[src/rtl/fract_cmp_sub_pipe.sv]
// Two-stage mantissa add/subtract unit for the FP add/sub datapath.
// S1 compares the aligned mantissas; S2 forms the magnitude result and its leading-zero count.
module fract_cmp_sub_pipe #(
    parameter  int FRACT_W = 24,
    parameter  int TAG_W   = 4,
    localparam int LZC_W   = $clog2(FRACT_W + 2)
) (
    input  logic               i_clk,
    input  logic               i_rst_n,
    input  logic               i_valid,
    output logic               o_ready,
    input  logic [FRACT_W-1:0] i_fract_a,
    input  logic [FRACT_W-1:0] i_fract_b,
    input  logic               i_op,
    input  logic [TAG_W-1:0]   i_tag,
    output logic               o_valid,
    input  logic               i_ready,
    output logic [FRACT_W:0]   o_result,
    output logic               o_swap,
    output logic               o_equal,
    output logic [LZC_W-1:0]   o_lzc,
    output logic [TAG_W-1:0]   o_tag
);

    // ------------------------------------------------------------------
    // Handshake: combinational ready chain, no skid buffer
    // ------------------------------------------------------------------
    logic s1_valid_reg;
    logic s2_valid_reg;
    logic s1_load;
    logic s2_load;
    logic accept;

    assign s2_load = !s2_valid_reg || i_ready;
    assign s1_load = !s1_valid_reg || s2_load;
    assign o_ready = s1_load;
    assign accept  = i_valid && s1_load;

    // ------------------------------------------------------------------
    // S1: compare
    // ------------------------------------------------------------------
    logic [FRACT_W-1:0] s1_a_reg;
    logic [FRACT_W-1:0] s1_b_reg;
    logic               s1_op_reg;
    logic               s1_gt_b_reg;
    logic               s1_eq_reg;
    logic [TAG_W-1:0]   s1_tag_reg;

    logic [FRACT_W:0]   cmp_diff;
    logic               gt_b_next;
    logic               eq_next;

    // The borrow of the widened A-B tells us B > A; an all-zero difference means A == B.
    assign cmp_diff  = {1'b0, i_fract_a} - {1'b0, i_fract_b};
    assign gt_b_next = cmp_diff[FRACT_W];
    assign eq_next   = (cmp_diff == '0);

    always_ff @(posedge i_clk) begin
        if (!i_rst_n) begin
            s1_valid_reg <= 1'b0;
            s1_a_reg     <= '0;
            s1_b_reg     <= '0;
            s1_op_reg    <= 1'b0;
            s1_gt_b_reg  <= 1'b0;
            s1_eq_reg    <= 1'b0;
            s1_tag_reg   <= '0;
        end else begin
            if (s1_load) begin
                s1_valid_reg <= i_valid;
            end
            if (accept) begin
                s1_a_reg    <= i_fract_a;
                s1_b_reg    <= i_fract_b;
                s1_op_reg   <= i_op;
                s1_gt_b_reg <= gt_b_next;
                s1_eq_reg   <= eq_next;
                s1_tag_reg  <= i_tag;
            end
        end
    end

    // ------------------------------------------------------------------
    // S2: compute magnitude result
    // ------------------------------------------------------------------
    logic [FRACT_W:0] ext_a;
    logic [FRACT_W:0] ext_b;
    logic [FRACT_W:0] sum_ab;
    logic [FRACT_W:0] diff_ab;
    logic [FRACT_W:0] diff_ba;
    logic [FRACT_W:0] result_next;

    assign ext_a   = {1'b0, s1_a_reg};
    assign ext_b   = {1'b0, s1_b_reg};
    assign sum_ab  = ext_a + ext_b;
    assign diff_ab = ext_a - ext_b;
    assign diff_ba = ext_b - ext_a;

    always_comb begin
        result_next = sum_ab;
        if (s1_op_reg) begin
            result_next = s1_gt_b_reg ? diff_ba : diff_ab;
        end
    end

    // Leading-one detect: a bit is the leading one when it is set and nothing above it is.
    logic [FRACT_W:0] above;
    logic [FRACT_W:0] lead;
    logic [LZC_W-1:0] lzc_next;

    assign above[FRACT_W] = 1'b0;

    genvar gi;
    generate
        for (gi = 0; gi < FRACT_W; gi++) begin : g_above
            assign above[gi] = above[gi+1] | result_next[gi+1];
        end
        for (gi = 0; gi <= FRACT_W; gi++) begin : g_lead
            assign lead[gi] = result_next[gi] & ~above[gi];
        end
    endgenerate

    // lead is one-hot (or zero), so OR-ing the per-bit counts selects the right one.
    always_comb begin
        lzc_next = '0;
        for (int i = 0; i <= FRACT_W; i++) begin
            if (lead[i]) begin
                lzc_next = lzc_next | LZC_W'(FRACT_W - i);
            end
        end
        if (result_next == '0) begin
            lzc_next = LZC_W'(FRACT_W + 1);
        end
    end

    logic [FRACT_W:0] s2_result_reg;
    logic             s2_swap_reg;
    logic             s2_equal_reg;
    logic [LZC_W-1:0] s2_lzc_reg;
    logic [TAG_W-1:0] s2_tag_reg;

    always_ff @(posedge i_clk) begin
        if (!i_rst_n) begin
            s2_valid_reg  <= 1'b0;
            s2_result_reg <= '0;
            s2_swap_reg   <= 1'b0;
            s2_equal_reg  <= 1'b0;
            s2_lzc_reg    <= '0;
            s2_tag_reg    <= '0;
        end else if (s2_load) begin
            s2_valid_reg <= s1_valid_reg;
            if (s1_valid_reg) begin
                s2_result_reg <= result_next;
                s2_swap_reg   <= s1_op_reg & s1_gt_b_reg;
                s2_equal_reg  <= s1_eq_reg;
                s2_lzc_reg    <= lzc_next;
                s2_tag_reg    <= s1_tag_reg;
            end
        end
    end

    assign o_valid  = s2_valid_reg;
    assign o_result = s2_result_reg;
    assign o_swap   = s2_swap_reg;
    assign o_equal  = s2_equal_reg;
    assign o_lzc    = s2_lzc_reg;
    assign o_tag    = s2_tag_reg;

endmodule

[config.mk]
export PLATFORM = sky130hd
export DESIGN_NAME = fract_cmp_sub_pipe
export DESIGN_NICKNAME = d
export VERILOG_FILES = /design/src/rtl/fract_cmp_sub_pipe.sv
export SDC_FILE = /design/constraint.sdc
export NUM_CORES = 1
export LEC_CHECK = 0
export BUFFER_PORTS_ARGS = -buffer_cell sky130_fd_sc_hd__buf_4
export CAP_MARGIN = 20
export CELL_PAD_IN_SITES_DETAIL_PLACEMENT = 1
export CELL_PAD_IN_SITES_GLOBAL_PLACEMENT = 2
export CORE_UTILIZATION = 25
export CTS_CLUSTER_SIZE = 20
export DETAILED_ROUTE_END_ITERATION = 8
export PLACE_DENSITY = 0.68
export SLEW_MARGIN = 15
export SYNTH_ARGS = -nofsm -noshare
export SYNTH_HDL_FRONTEND = slang
export SYNTH_SLANG_ARGS = --single-unit
[constraint.sdc]
create_clock -name i_clk -period 4.8 [get_ports i_clk]
set_input_delay 1.44 -clock i_clk [delete_from_list [all_inputs] [get_ports i_clk]]
set_output_delay 1.44 -clock i_clk [all_outputs]
set_load 0.01 [all_outputs]
---- Word-level counts from Yosys, hierarchy flattened ----
Index checks and enable logic that the tools add are counted.
storage, ports and cells
  memory bits (writable) .................. 0
  memory bits (read-only) ................. 0
  register bits ........................... 93
  latch bits .............................. 0
  memories kept ........................... 0
  output and inout bits ................... 38
  input port bits ......................... 57
operators by class
  divide/modulo/power cells ............... 0
  muxes and demuxes ....................... 68
  order comparisons ....................... 0
  bitwise gates (word level) .............. 72
  shift-type cells ........................ 0
  $mul .................................... 0
  add/subtract/negate cells ............... 4
  reduce and logical (&&, ||, !) cells .... 8
  eq/ne operators ......................... 4
operator list
  kind                  count
  $mux W25              7
  $mux W24              4
  $mux W5               15
  $sub A24 B24 Y25      3
  $mux W4               15
  $logic_not A25 Y1     2
  $add A24 B24 Y25      1
  $and A1 B1 Y1         25
  $not A1 Y1            24
  $or A1 B1 Y1          23
  $mux W1               21
  $mux W3               4
  $ne A2 B1 Y1 const B  4
  $mux W2               2
  $logic_not A1 Y1      2
  $logic_or A1 B1 Y1    2
  $reduce_and A2 Y1     1
  $logic_and A1 B1 Y1   1

---- Logic depth before layout (Yosys ltp) ----
  word-level depth ........................ 58
  gate-level depth with buffers ........... 16
  gate-level depth less buffers ........... 15

---- Worst setup path after synthesis ----
No wires, ideal clock.
  path kind ............................... input to register
  from .................................... input i_fract_a[0]
  to ...................................... register s1_eq_reg
  required time ........................... 4726 ps
  stages on the path ...................... 13
  buffers on the path ..................... 0
  setup slack ............................. 426 ps
  arrival time ............................ 4300 ps
  cells stage by stage .................... inv_1 > ha_1 > fa_1 > nand3_1 > a221oi_1 > nand3_1 > a2111oi_0 > nand4_1 > or4_1 > a2111oi_0 > nand4_1 > a2111o_1 > o21ai_0
between the ends
  longest elaborated chain between the ends .. 4
ends and longest elaborated chain
  element               RTL line  RTL
  start, declared       12        input logic [FRACT_W-1:0] i_fract_a,
  $sub A24 B24 Y25      54        assign cmp_diff = {1'b0, i_fract_a} - {1'b0, i_fract_b};
  $logic_not A25 Y1     56        assign eq_next = (cmp_diff == '0);
  $mux W1               71        if (accept) begin
  $mux W1               59        if (!i_rst_n) begin
  end signal, assigned  76        s1_eq_reg <= eq_next;
  end, declared         46        logic s1_eq_reg;
Every way passes these cells. The select of a mux whose other input is x is not followed.
A chain may end at the register's enable or synchronous reset.

---- Final worst setup path ----
Same ends and word-level chain as after synthesis.

==> results.cfg <==
[cells_and_area]
largest_reg_flops = 25
drive_gt1_share_pct = 13.23
antennaDiodeCount = 0
fin_nets = 1514
finalInstanceArea_mm2 = 0.01067
area_growth_pct = 16.89

[floorplan]
die_h_um = 193.1
num_rows = 69
die_w_um = 193.1
fp.dieArea_mm2 = 0.03728
io_pins = 95
core_area_mm2 = 0.03574
start_util_pct = 25.54

[cts]
clk_latency_ps = 360
clock_path_buffers = 2
cts_sinks = 93
tritoncts = yes
clk_pin_slew_ps = 70
cts_resized = 0
hold_buffers = 0
cts_max_level = 3
root_buffer = clkbuf_16
cts_post_setup_buffers_inserted = 0
cts_made_buffers = 9

[yosys]
ys_top_cells_by_area = dfxtp_1 (20%), ha_1 (13%), a21oi_1 (9.2%)
synth_common_cells = nand2_1 (199), a21oi_1 (167), inv_1 (107), nor2_1 (103), ha_1 (96)
syn-cell-area_mm2 = 0.009128
synth_cells = 1290
yosys_warnings = 0
synth_largest_area_cell = dfxtp_1
synth_area_per_cell_um2 = 7.076
synth.distinct_cells = 96
yosysSeqAreaShare_pct = 20.40
synthArstFlopShare_pct = 0
synth_seq_cells = 93
synth_most_common_cell = nand2_1
syn_nets = 1447
synth-main-ff-cell = dfxtp_1
synth_top_area_share_pct = 20.40
synth_edf_count = 0

[routing]
wl_per_cell_um = 19.01
vias_per_cell = 5.226
drt-initial-drc-count = 441
dr.pass1.iters = 6
drc = 8
via_count = 9522
totalWireLength_um = 34630
drtAntennaViolNets = 0

[grt]
grt_pass1_vias = 9586
grt-ovfl-total = 0
antenna_found_initial = 0
grt_start_max_net_pins = 56
grt_pass1_wl_um = 54880
grt_use_total_pct = 18.98

[run_status]
violations = design-rule violations
status = finished with violations

[sta]
slew_headroom_pct = 33.49
fin_crit_sh_pct = 93.97
drv_slew = 0
hold_violations = 0
setup_violations = 0
period_minus_slack_ps = 4511
fmax_mhz = 221.7
skew_ps = 9.238
tightestPinTransition_ps = 997.7
rsz0062_at_grt = no
final.setup.worst_slack_ps = 289.5
hold_ws_ps = 458.6

[critical_path]
worstReg2RegStart = s1_a_reg[6]$_SDFFE_PN0P_
worstSetupEndpointType = flip-flop
crit_arrival_ps = 4800
critPathLaunchType = input port
r2r_cells = 14
r2r_slack_ps = 460
timing.rr.end = o_lzc[3]$_SDFFE_PN0P_
setup.worst_path.class = input port to flip-flop
worstPathMaxFanout = 2
worstPathRequired_ps = 5090

[power]
powerDensity_mw_per_mm2 = 261.1
ir_drop_mv = 0.1404
p_leak_nw = 4.439

[placed_design]
hpwlAfterDp_um = 28100
port_buffers = 94
gp_congestion = 0.8844
place_area_mm2 = 0.01033
place_ws_ps = -212.9

[hold_path]
hp-class = flip-flop to flip-flop
holdPathStages = 2
min-delay-start = s1_tag_reg[3]$_SDFFE_PN0P_
hold_path_end = o_tag[3]$_SDFFE_PN0P_

[run]
drv_cap = 0
[routing by layer]
metal,GRT usage (%),wire (um)
met5,0,0
met4,6.611,793
met3,2.027,851
met2,30.10,15640
met1,26.49,17350
[area by class of cell]
class	count	area, um^2
Clock buffer	9	225.2
Clock inverter	6	96.34
Fill cell	4508	25070
Inverter	112	420.4
Multi-Input combinational cell	1020	6580
Sequential cell	93	1862
Tap cell	461	576.8
Timing Repair Buffer	121	908.4
[cells by family (layout without fill, tap and decap cells)]
| family | Yosys count | count (layout) | share of synthesized area [%] |
|---|---|---|---|
| xor gates and xnor gates | 19 | 19 | 1.905 |
| AOI/OAI and AO/OA | 425 | 425 | 30.65 |
| adders and majority gates | 100 | 100 | 14.04 |
| buffers and inverters | 177 | 248 | 7.773 |
| muxes | 11 | 11 | 1.247 |
| DFF | 93 | 93 | 20.40 |
| and+or+nand+nor | 465 | 465 | 23.99 |
[critical path, cell delays in order]
cell       delay, ps
buf_4             80
inv_1             30
ha_1             210
fa_1             490
nand3_1          190
a221oi_1         260
nand3_1          120
a2111oi_2        370
nand4_1          130
or4_1            470
a2111oi_2        350
nand4_1          120
a2111o_1         410
o21ai_0          130
[how the worst max path moves through the flow]
| stage | depth (start not counted) | start | end | slack, ps |
|---|---|---|---|---|
| finish | 14 | i_fract_a[0] | s1_eq_reg$_SDFFE_PN0P_ | 290 |
| global route | 14 | i_fract_a[0] | s1_eq_reg$_SDFFE_PN0P_ | 50 |
| CTS | 14 | i_fract_a[0] | s1_eq_reg$_SDFFE_PN0P_ | 160 |
| detailed placement | 14 | i_fract_a[0] | s1_eq_reg$_SDFFE_PN0P_ | -210 |
| global placement | 14 | i_fract_a[0] | s1_eq_reg$_SDFFE_PN0P_ | -120 |
| floorplan | 13 | i_fract_a[0] | s1_eq_reg$_SDFFE_PN0P_ | 430 |
[cell usage in the layout (no fill, tap or decap), types with 9 or more instances in the layout]
master,count
clkbuf_16,9
a211oi_1,28
xnor2_1,13
dfxtp_1,93
nor3_1,22
o21ai_0,54
a21o_1,19
nand4_1,16
inv_1,107
a21oi_1,166
nor2_1,103
a31oi_1,12
nor2b_1,19
o211ai_1,16
buf_4,121
ha_1,96
nand3_1,35
nand2_1,199
o31ai_1,9
nand2b_1,19
o21a_1,9
[per-stage QoR]
step / utilization [%] / setup TNS, ps / instances / power [mW]
floorplan: - / 0 / 1290 / 1.616
global placement: 28.92 / -115.6 / 1807 / 1.986
detailed placement: 28.92 / -212.9 / 1807 / 1.994
CTS: 29.82 / 0 / 1822 / 2.809
global route: 29.85 / 0 / 1822 / 2.967
finish: 29.85 / 0 / 1822 / 2.786
[power breakdown]
| group | total (mW) | internal (mW) | leakage [nW] | switching [mW] |
|---|---|---|---|---|
| registers | 0.860 | 0.816 | 0.763 | 0.0446 |
| logic | 1.13 | 0.414 | 3.52 | 0.713 |
| clock network | 0.799 | 0.460 | 0.154 | 0.339 |
| total | 2.79 | 1.69 | 4.44 | 1.10 |
(Power assumes the default switching activity.)
